==> src/rtl/multi_sel_pkg.sv <==
// Shared types and constants for the multi_sel product stream receive side.
package multi_sel_pkg;

  localparam int unsigned DefDw = 8;
  localparam int unsigned DefOw = DefDw + 3;

  typedef enum logic [1:0] {
    StIdle = 2'd0,
    StP1   = 2'd1,
    StP2   = 2'd2,
    StP3   = 2'd3
  } state_e;

  // Stream word order within a frame.
  localparam int unsigned PhaseD  = 0;
  localparam int unsigned PhaseX3 = 1;
  localparam int unsigned PhaseX7 = 2;
  localparam int unsigned PhaseX8 = 3;

  localparam int unsigned MulD  = 1;
  localparam int unsigned MulX3 = 3;
  localparam int unsigned MulX7 = 7;
  localparam int unsigned MulX8 = 8;

endpackage

==> src/rtl/multi_sel_rx_if.sv <==
// Stream input and result bundle for multi_sel_rx; slave is the receiver's view.
interface multi_sel_rx_if #(
  parameter int unsigned DW    = 8,
  parameter int unsigned OW    = 11,
  parameter int unsigned CNT_W = 16
);
  logic             grant_i;
  logic [OW-1:0]    data_i;
  logic             res_valid;
  logic [DW-1:0]    res_d;
  logic [OW-1:0]    res_x3;
  logic [OW-1:0]    res_x7;
  logic [OW-1:0]    res_x8;
  logic             frame_abort;
  logic [CNT_W-1:0] frame_cnt;
  logic             chk_err;

  modport master (
    output grant_i, data_i,
    input  res_valid, res_d, res_x3, res_x7, res_x8, frame_abort, frame_cnt, chk_err
  );

  modport slave (
    input  grant_i, data_i,
    output res_valid, res_d, res_x3, res_x7, res_x8, frame_abort, frame_cnt, chk_err
  );
endinterface

==> src/rtl/multi_sel_chk.sv <==
// Frame consistency check: flags a frame whose words are not d*1/3/7/8 of the captured d.
// Only instantiated when MULTI_SEL_RX_CHECK_EN is defined.
module multi_sel_chk
  import multi_sel_pkg::*;
#(
  parameter int unsigned DW = DefDw,
  parameter int unsigned OW = DefOw
) (
  input  logic [DW-1:0]    d_i,
  input  logic [OW-DW-1:0] up_i,
  input  logic [OW-1:0]    x3_i,
  input  logic [OW-1:0]    x7_i,
  input  logic [OW-1:0]    x8_i,
  output logic             mismatch_o
);
  logic [OW-1:0] d_w;
  logic [OW-1:0] exp_x3, exp_x7, exp_x8;

  // OW = DW+3 leaves room for 8*d, so none of these products can overflow.
  always_comb begin
    d_w        = OW'(d_i) * OW'(MulD);
    exp_x3     = d_w * OW'(MulX3);
    exp_x7     = d_w * OW'(MulX7);
    exp_x8     = d_w * OW'(MulX8);
    mismatch_o = (|up_i) || (x3_i != exp_x3) || (x7_i != exp_x7) || (x8_i != exp_x8);
  end
endmodule

==> src/rtl/multi_sel_rx.sv <==
// De-serialises 4-word multi_sel frames into parallel results and counts frames.
// Optional frame consistency check enabled by defining MULTI_SEL_RX_CHECK_EN.
module multi_sel_rx
  import multi_sel_pkg::*;
#(
  parameter int unsigned DW    = DefDw,
  parameter int unsigned OW    = DefOw,
  parameter int unsigned CNT_W = 16
) (
  input  logic           clk,
  input  logic           rst,
  multi_sel_rx_if.slave  bus
);
  state_e           state_q, state_d;
  logic [DW-1:0]    d_q, d_d;
  logic [OW-1:0]    x3_q, x3_d;
  logic [OW-1:0]    x7_q, x7_d;
  logic             valid_q, valid_d;
  logic             abort_q, abort_d;
  logic             chk_q, chk_d;
  logic [DW-1:0]    res_d_q, res_d_d;
  logic [OW-1:0]    res_x3_q, res_x3_d;
  logic [OW-1:0]    res_x7_q, res_x7_d;
  logic [OW-1:0]    res_x8_q, res_x8_d;
  logic [CNT_W-1:0] cnt_q, cnt_d;
  logic             mismatch;

`ifdef MULTI_SEL_RX_CHECK_EN
  logic [OW-DW-1:0] up_q, up_d;

  multi_sel_chk #(
    .DW (DW),
    .OW (OW)
  ) u_chk (
    .d_i        (d_q),
    .up_i       (up_q),
    .x3_i       (x3_q),
    .x7_i       (x7_q),
    .x8_i       (bus.data_i),
    .mismatch_o (mismatch)
  );
`else
  assign mismatch = 1'b0;
`endif

  always_comb begin
    state_d  = state_q;
    d_d      = d_q;
    x3_d     = x3_q;
    x7_d     = x7_q;
    valid_d  = 1'b0;
    abort_d  = 1'b0;
    chk_d    = 1'b0;
    res_d_d  = res_d_q;
    res_x3_d = res_x3_q;
    res_x7_d = res_x7_q;
    res_x8_d = res_x8_q;
    cnt_d    = cnt_q;
`ifdef MULTI_SEL_RX_CHECK_EN
    up_d     = up_q;
`endif
    if (bus.grant_i) begin
      // A grant always starts a new frame; mid-frame it discards the current one.
      d_d     = bus.data_i[DW-1:0];
`ifdef MULTI_SEL_RX_CHECK_EN
      up_d    = bus.data_i[OW-1:DW];
`endif
      abort_d = (state_q != StIdle);
      state_d = StP1;
    end else begin
      unique case (state_q)
        StIdle: ;
        StP1: begin
          x3_d    = bus.data_i;
          state_d = StP2;
        end
        StP2: begin
          x7_d    = bus.data_i;
          state_d = StP3;
        end
        StP3: begin
          res_d_d  = d_q;
          res_x3_d = x3_q;
          res_x7_d = x7_q;
          res_x8_d = bus.data_i;
          valid_d  = 1'b1;
          chk_d    = mismatch;
          cnt_d    = cnt_q + CNT_W'(1);
          state_d  = StIdle;
        end
        default: state_d = StIdle;
      endcase
    end
  end

  always_ff @(posedge clk or negedge rst) begin
    if (!rst) begin
      state_q  <= StIdle;
      d_q      <= '0;
      x3_q     <= '0;
      x7_q     <= '0;
      valid_q  <= 1'b0;
      abort_q  <= 1'b0;
      chk_q    <= 1'b0;
      res_d_q  <= '0;
      res_x3_q <= '0;
      res_x7_q <= '0;
      res_x8_q <= '0;
      cnt_q    <= '0;
`ifdef MULTI_SEL_RX_CHECK_EN
      up_q     <= '0;
`endif
    end else begin
      state_q  <= state_d;
      d_q      <= d_d;
      x3_q     <= x3_d;
      x7_q     <= x7_d;
      valid_q  <= valid_d;
      abort_q  <= abort_d;
      chk_q    <= chk_d;
      res_d_q  <= res_d_d;
      res_x3_q <= res_x3_d;
      res_x7_q <= res_x7_d;
      res_x8_q <= res_x8_d;
      cnt_q    <= cnt_d;
`ifdef MULTI_SEL_RX_CHECK_EN
      up_q     <= up_d;
`endif
    end
  end

  assign bus.res_valid   = valid_q;
  assign bus.frame_abort = abort_q;
  assign bus.chk_err     = chk_q;
  assign bus.res_d       = res_d_q;
  assign bus.res_x3      = res_x3_q;
  assign bus.res_x7      = res_x7_q;
  assign bus.res_x8      = res_x8_q;
  assign bus.frame_cnt   = cnt_q;
endmodule

==> src/flat_wrapper.sv <==
// flat-port wrapper written by rule: the top's interface ports become plain ports
module multi_sel_rx_flat import multi_sel_pkg::*;
#(
  parameter int unsigned DW    = DefDw,
  parameter int unsigned OW    = DefOw,
  parameter int unsigned CNT_W = 16
)
  (clk, rst, bus_grant_i, bus_data_i, bus_res_valid, bus_res_d, bus_res_x3, bus_res_x7, bus_res_x8, bus_frame_abort, bus_frame_cnt, bus_chk_err);
  multi_sel_rx_if #(.DW(DW), .OW(OW), .CNT_W(CNT_W)) bus_i ();
  input  logic clk;
  input  logic rst;
  input wire logic [$bits(bus_i.grant_i)-1:0] bus_grant_i;
  input wire logic [$bits(bus_i.data_i)-1:0] bus_data_i;
  output wire logic [$bits(bus_i.res_valid)-1:0] bus_res_valid;
  output wire logic [$bits(bus_i.res_d)-1:0] bus_res_d;
  output wire logic [$bits(bus_i.res_x3)-1:0] bus_res_x3;
  output wire logic [$bits(bus_i.res_x7)-1:0] bus_res_x7;
  output wire logic [$bits(bus_i.res_x8)-1:0] bus_res_x8;
  output wire logic [$bits(bus_i.frame_abort)-1:0] bus_frame_abort;
  output wire logic [$bits(bus_i.frame_cnt)-1:0] bus_frame_cnt;
  output wire logic [$bits(bus_i.chk_err)-1:0] bus_chk_err;
  assign bus_i.grant_i = bus_grant_i;
  assign bus_i.data_i = bus_data_i;
  assign bus_res_valid = bus_i.res_valid;
  assign bus_res_d = bus_i.res_d;
  assign bus_res_x3 = bus_i.res_x3;
  assign bus_res_x7 = bus_i.res_x7;
  assign bus_res_x8 = bus_i.res_x8;
  assign bus_frame_abort = bus_i.frame_abort;
  assign bus_frame_cnt = bus_i.frame_cnt;
  assign bus_chk_err = bus_i.chk_err;
  multi_sel_rx #(.DW(DW), .OW(OW), .CNT_W(CNT_W)) u_core (.clk(clk), .rst(rst), .bus(bus_i));
endmodule
==> config.mk <==
export PLATFORM = sky130hd
export DESIGN_NAME = multi_sel_rx_flat
export DESIGN_NICKNAME = d
export VERILOG_FILES = /design/src/rtl/multi_sel_pkg.sv /design/src/rtl/multi_sel_rx_if.sv /design/src/rtl/multi_sel_chk.sv /design/src/rtl/multi_sel_rx.sv /design/src/flat_wrapper.sv
export SDC_FILE = /design/constraint.sdc
export NUM_CORES = 1
export LEC_CHECK = 0
export CAP_MARGIN = 20
export CELL_PAD_IN_SITES_DETAIL_PLACEMENT = 1
export CELL_PAD_IN_SITES_GLOBAL_PLACEMENT = 2
export CORE_MARGIN = 1.5
export CORE_UTILIZATION = 37
export CTS_BUF_LIST = sky130_fd_sc_hd__clkbuf_2 sky130_fd_sc_hd__clkbuf_4 sky130_fd_sc_hd__clkbuf_8
export CTS_CLUSTER_DIAMETER = 150
export DETAILED_ROUTE_END_ITERATION = 7
export GPL_TIMING_DRIVEN = 0
export PLACE_DENSITY = 0.87
export SLEW_MARGIN = 30
export SYNTH_ARGS = -nofsm -noshare
export SYNTH_HDL_FRONTEND = slang
export SYNTH_SLANG_ARGS = --single-unit
==> constraint.sdc <==
create_clock -name clk -period 4.18 [get_ports clk]
set_input_delay 0.627 -clock clk [delete_from_list [all_inputs] [get_ports clk]]
set_output_delay 0.627 -clock clk [all_outputs]
set_load 0.005 [all_outputs]
# Word level (Yosys, flattened, before mapping)
# Index checks and enable logic that the tools add are counted.
[word_totals] in_bits=14 out_inout_bits=60 elab_cells=26 regBits=91
[op_classes] eq_ne=3 bitwise_logic=1 mux=5 n_addsub=1 n_reduce_logical=5
[ops] operator="adder 16 x 1 -> 16 bit, second input constant" count=1
[ops] operator="one-hot mux 2 bit (3 select lines)" count=1
[ops] operator="AND reduction 2 bit" count=3
[ops] operator="equality test 2 bit, second input constant" count=2
[ops] operator="nonzero test 4 bit" count=1
[ops] operator="2-to-1 mux 1 bit" count=3
[ops] operator="equality test 2 x 1 -> 1 bit, second input constant" count=1
[ops] operator="2-to-1 mux 2 bit" count=1
[ops] operator="nonzero test 2 bit" count=1
[ops] operator="NOT 1 bit" count=1

# Logic depth before layout (Yosys ltp)
[depth] ltp_word=3 depth_mapped=6

# Worst setup path before layout
# Ideal clock, no wire load.
[synth_timing] kind="input to register" from="input port bus_grant_i" to="register u_core.x7_q[10]" required_time_ps=4052 arrival_ps=1311 stages=3 slack_ps=2741 path_cell_list="nor3b_2 -> buf_4 -> mux2_1"
[synth_between] elab_chain_len=2
[synth_rtl] item="start: declaration" line_no="flat_wrapper.sv:12" text="input wire logic [$bits(bus_i.grant_i)-1:0] bus_grant_i;"
[synth_rtl] item="NOT 1 bit (no source line)"
[synth_rtl] item="AND reduction 2 bit (no source line)"
[synth_rtl] item="end signal: assignment" line_no="multi_sel_rx.sv:101" text="x7_q <= '0;"
[synth_rtl] item="end signal: assignment" line_no="multi_sel_rx.sv:117" text="x7_q <= x7_d;"
[synth_rtl] item="end: declaration" line_no="multi_sel_rx.sv:17" text="logic [OW-1:0] x7_q, x7_d;"
# No other way between the ends.
# A chain may end at the register's enable or synchronous reset.

# Final worst setup path
[layout_timing] from="register u_core.cnt_q[5] (netlist: u_core.bus.frame_cnt[5])" to="output port bus_frame_cnt[5]"
[layout_lines] item="start: declaration" line_no="multi_sel_rx.sv:25" text="logic [CNT_W-1:0] cnt_q, cnt_d;"
[layout_lines] item="start signal: assignment" line_no="multi_sel_rx.sv:125" text="cnt_q <= cnt_d;"
[layout_lines] item="end: declaration" line_no="flat_wrapper.sv:20" text="output wire logic [$bits(bus_i.frame_cnt)-1:0] bus_frame_cnt;"
# No word-level cell between the ends.

==> impl_results.md <==
- Post-DR vias/cell: 4.67
- Main combinational cell family by area after synthesis: simple AND/OR/NAND/NOR gates
- Post_cts resized: 0
- Crit. End Element: primary output
- Clk sink count: 91
- Syn_area_per_cell: 11.4 sq um
- Total wire length: 8.37 mm
- Fillers: 1013
- Slew HR: 0.611
- Setup repair bufs after CTS: 0
- Power Dens Cells: 505 mW/mm^2
- Cells after Synth: 312
- Htree depth: 3
- Pre-antenna DRT Iters: 4
- Worst setup path class: register to primary output
- Sequential area share after synthesis: 0.640
- Post-synthesis mux area share: 0.0949
- DRC: 0
- Root Buffer: clkbuf_8
- Syn_nets: 327
- Cell taking the most area after synthesis: dfrtp_1
- Starting density of the core: 0.383
- Slew Viols, Final: 0
- Critical Path AT: 1.35 ns
- PortBufs: 72
- Latest clock arrival within the worst-skew pair: 0.36 ns
- Vias in the first global route: 2565
- First-pass GRT wire length: 13.6 mm
- Die H: 101 microns
- Synth Register Bits: 91
- Worst setup SP type: register
- Crit-path leading delay family: buffers and inverters
- Final Hold Vio Count: 0
- IO Count: 74
- Slew of the pin with the lowest slew margin: 0.583 ns
- Core area: 0.00928 sq mm
- Worst VDD drop: 0.264 mV
- FMAX: 0.505 GHz
- Dpl cells: 514
- Crit-path cells: clkdlybuf4s50_1
- Max clock buf depth: 2
- Via count: 2475
- Req. time, crit path: 3.55 ns
- Status: complete, no violations
- Area contributors post-synth: dfrtp_1 (64%), nand2_1 (14%), mux2_1 (9.2%)
- Final Power: 2350 uW
- CP max stage delay: 0.54 ns
- GPL Wtd Cong: 0.745
- Synth Area in Compound Gates: 0.00352
- Hold slack final: 0.103 ns
- Layout cells sized above 1: 0.0898
- Commonest cells after routing, fill and taps aside: nand2_1 (131), dfrtp_1 (91), clkdlybuf4s50_1 (71), mux2_1 (29)
- Yosys cell types: 29
- Pleak: 0.00222 uW
- Clock transition at path regs: 0.09 ns
- Antenna-violating nets left: 0
- Setup violators final: 0
- Share of the synthesized area in the top cell type: 0.640
- DR WL/cell: 15.8 microns
- Yosys warns: 0
- CTS Buf Count: 9
- Gr ovfl total: 0
- Synth-to-layout area growth: 30.6%
- Crit-path max FO: 5
- Cts hold-fix bufs: 0
- Initial antenna violation count: 0
- Synth Area in XOR/XNOR: 0.0369
- Clk_skew: 0.0111 ns
- Tot GR Track Use: 0.179
- Final core utilization: 0.501
- DP HPWL: 5.74 mm
- Fin nets: 411
- Die Wd: 101 microns
- Row count: 35
- Post-route minimum period: 1.98 ns
- Most common cell after layout, fill and taps aside: nand2_1
- RSZ-0062 raised after global routing: false
- Fin Setup TNS: 0 ns
- Final cell count without fillers: 530
- Largest net degree at the start of global routing: 71
- Bufs and invs on worst path: 1
- Simple-gate area share of the yosys netlist: 0.193
- Worst Hold Class: primary input to asynchronous set/reset pin
- Clock tree from TritonCTS: built
- Number of DRC markers in iteration 0: 111
- Post-Synthesis Cell Area: 0.00356 sq mm
- Die ar.: 0.0102 sq mm
- MaxCap Viol Count: 0
- Inserted Diodes: 0
- Slowest-stage cell, CP: clkdlybuf4s50_1
- Tcrit/Tclk final: 0.473
- Area share of fa/ha/maj cells after synthesis: 0.00352
-- per-layer routing --
metal,vias up,track usage,part of all wire
li1,1160,-,-
met1,1249,0.249,0.47
met2,59,0.278,0.48
met3,7,0.0513,0.043
met4,0,0.0449,0.012
met5,-,0,0
-- metrics by stage --
stage                     setup slack, ns  area, sq um
after CTS                            2.18         4650
final                                2.20         4650
after floorplan                      2.74         3560
after global routing                 2.12         4650
after detailed placement             1.97         4470
after global placement             -0.918         4440
-- worst paths after layout --
kind | start | to | slack, ns | cells past startpoint
max | u_core.bus.frame_cnt[5] | bus_frame_cnt[5] | 2.20 | 1
min | rst | u_core.bus.frame_cnt[5] | 0.10 | 1
max reg2reg | u_core.state_q[1] | u_core.x3_q[10] | 2.69 | 4
min reg2reg | u_core.x3_q[4] | u_core.bus.res_x3[4] | 0.47 | 2
max in group asynchronous | rst | u_core.bus.res_d[4] | 3.47 | 2
min in group clk | u_core.x3_q[4] | u_core.bus.res_x3[4] | 0.47 | 2
-- cell usage after synthesis --
library cell and count:
nand2_1 131, dfrtp_1 91, mux2_1 29, xnor2_1 10
buf_4 7, nor2_1 6, xor2_1 5, nand4_1 4
buf_1 3, nand2b_1 3, nand3_1 3, and4_1 2
buf_2 2, a21oi_1 1, and2_1 1, and2_4 1
and3_1 1, buf_6 1, conb_1 1, ha_1 1
inv_1 1, inv_4 1, mux2_2 1, nand3b_4 1
nand4_2 1, nand4_4 1, nor3_2 1, nor3b_2 1
o21a_1 1
-- registers in the layout, indices dropped and copies added, names as in the netlist --
register,count
u_core.bus.frame_cnt,16
u_core.bus.res_x3,11
u_core.bus.res_x7,11
u_core.bus.res_x8,11
u_core.x3_q,11
u_core.x7_q,11
u_core.bus.res_d,8
u_core.d_q,8
u_core.state_q,2
u_core.bus.frame_abort,1
u_core.bus.res_valid,1
-- where the power goes --
part	switching, uW	internal [uW]
Sequential	130	1090
Clock	321	233
Combinational	222	355
-- final cells by class --
type	count	area, sq um	share of cell area
clock buffers	10	138	0.0296
well taps	129	161	0.0347
multi-input cells	206	1190	0.255
flip-flops and latches	91	2280	0.490
plain buffers	13	85.1	0.0183
inverters	2	10.0	0.00215
clock inverters	6	40.0	0.00862
repair buffers	73	749	0.161
-- cell families (layout without fill, tap and decap cells) --
group,after synthesis,in the layout
adders and majority gates,1,1
DFF,91,91
and+or+nand+nor,157,157
xor gates and xnor gates,15,15
AOI/OAI and AO/OA,2,2
buffers and inverters,15,104
muxes,30,30
other,1,1
No activity file was read; power rests on OpenSTA's default activity.
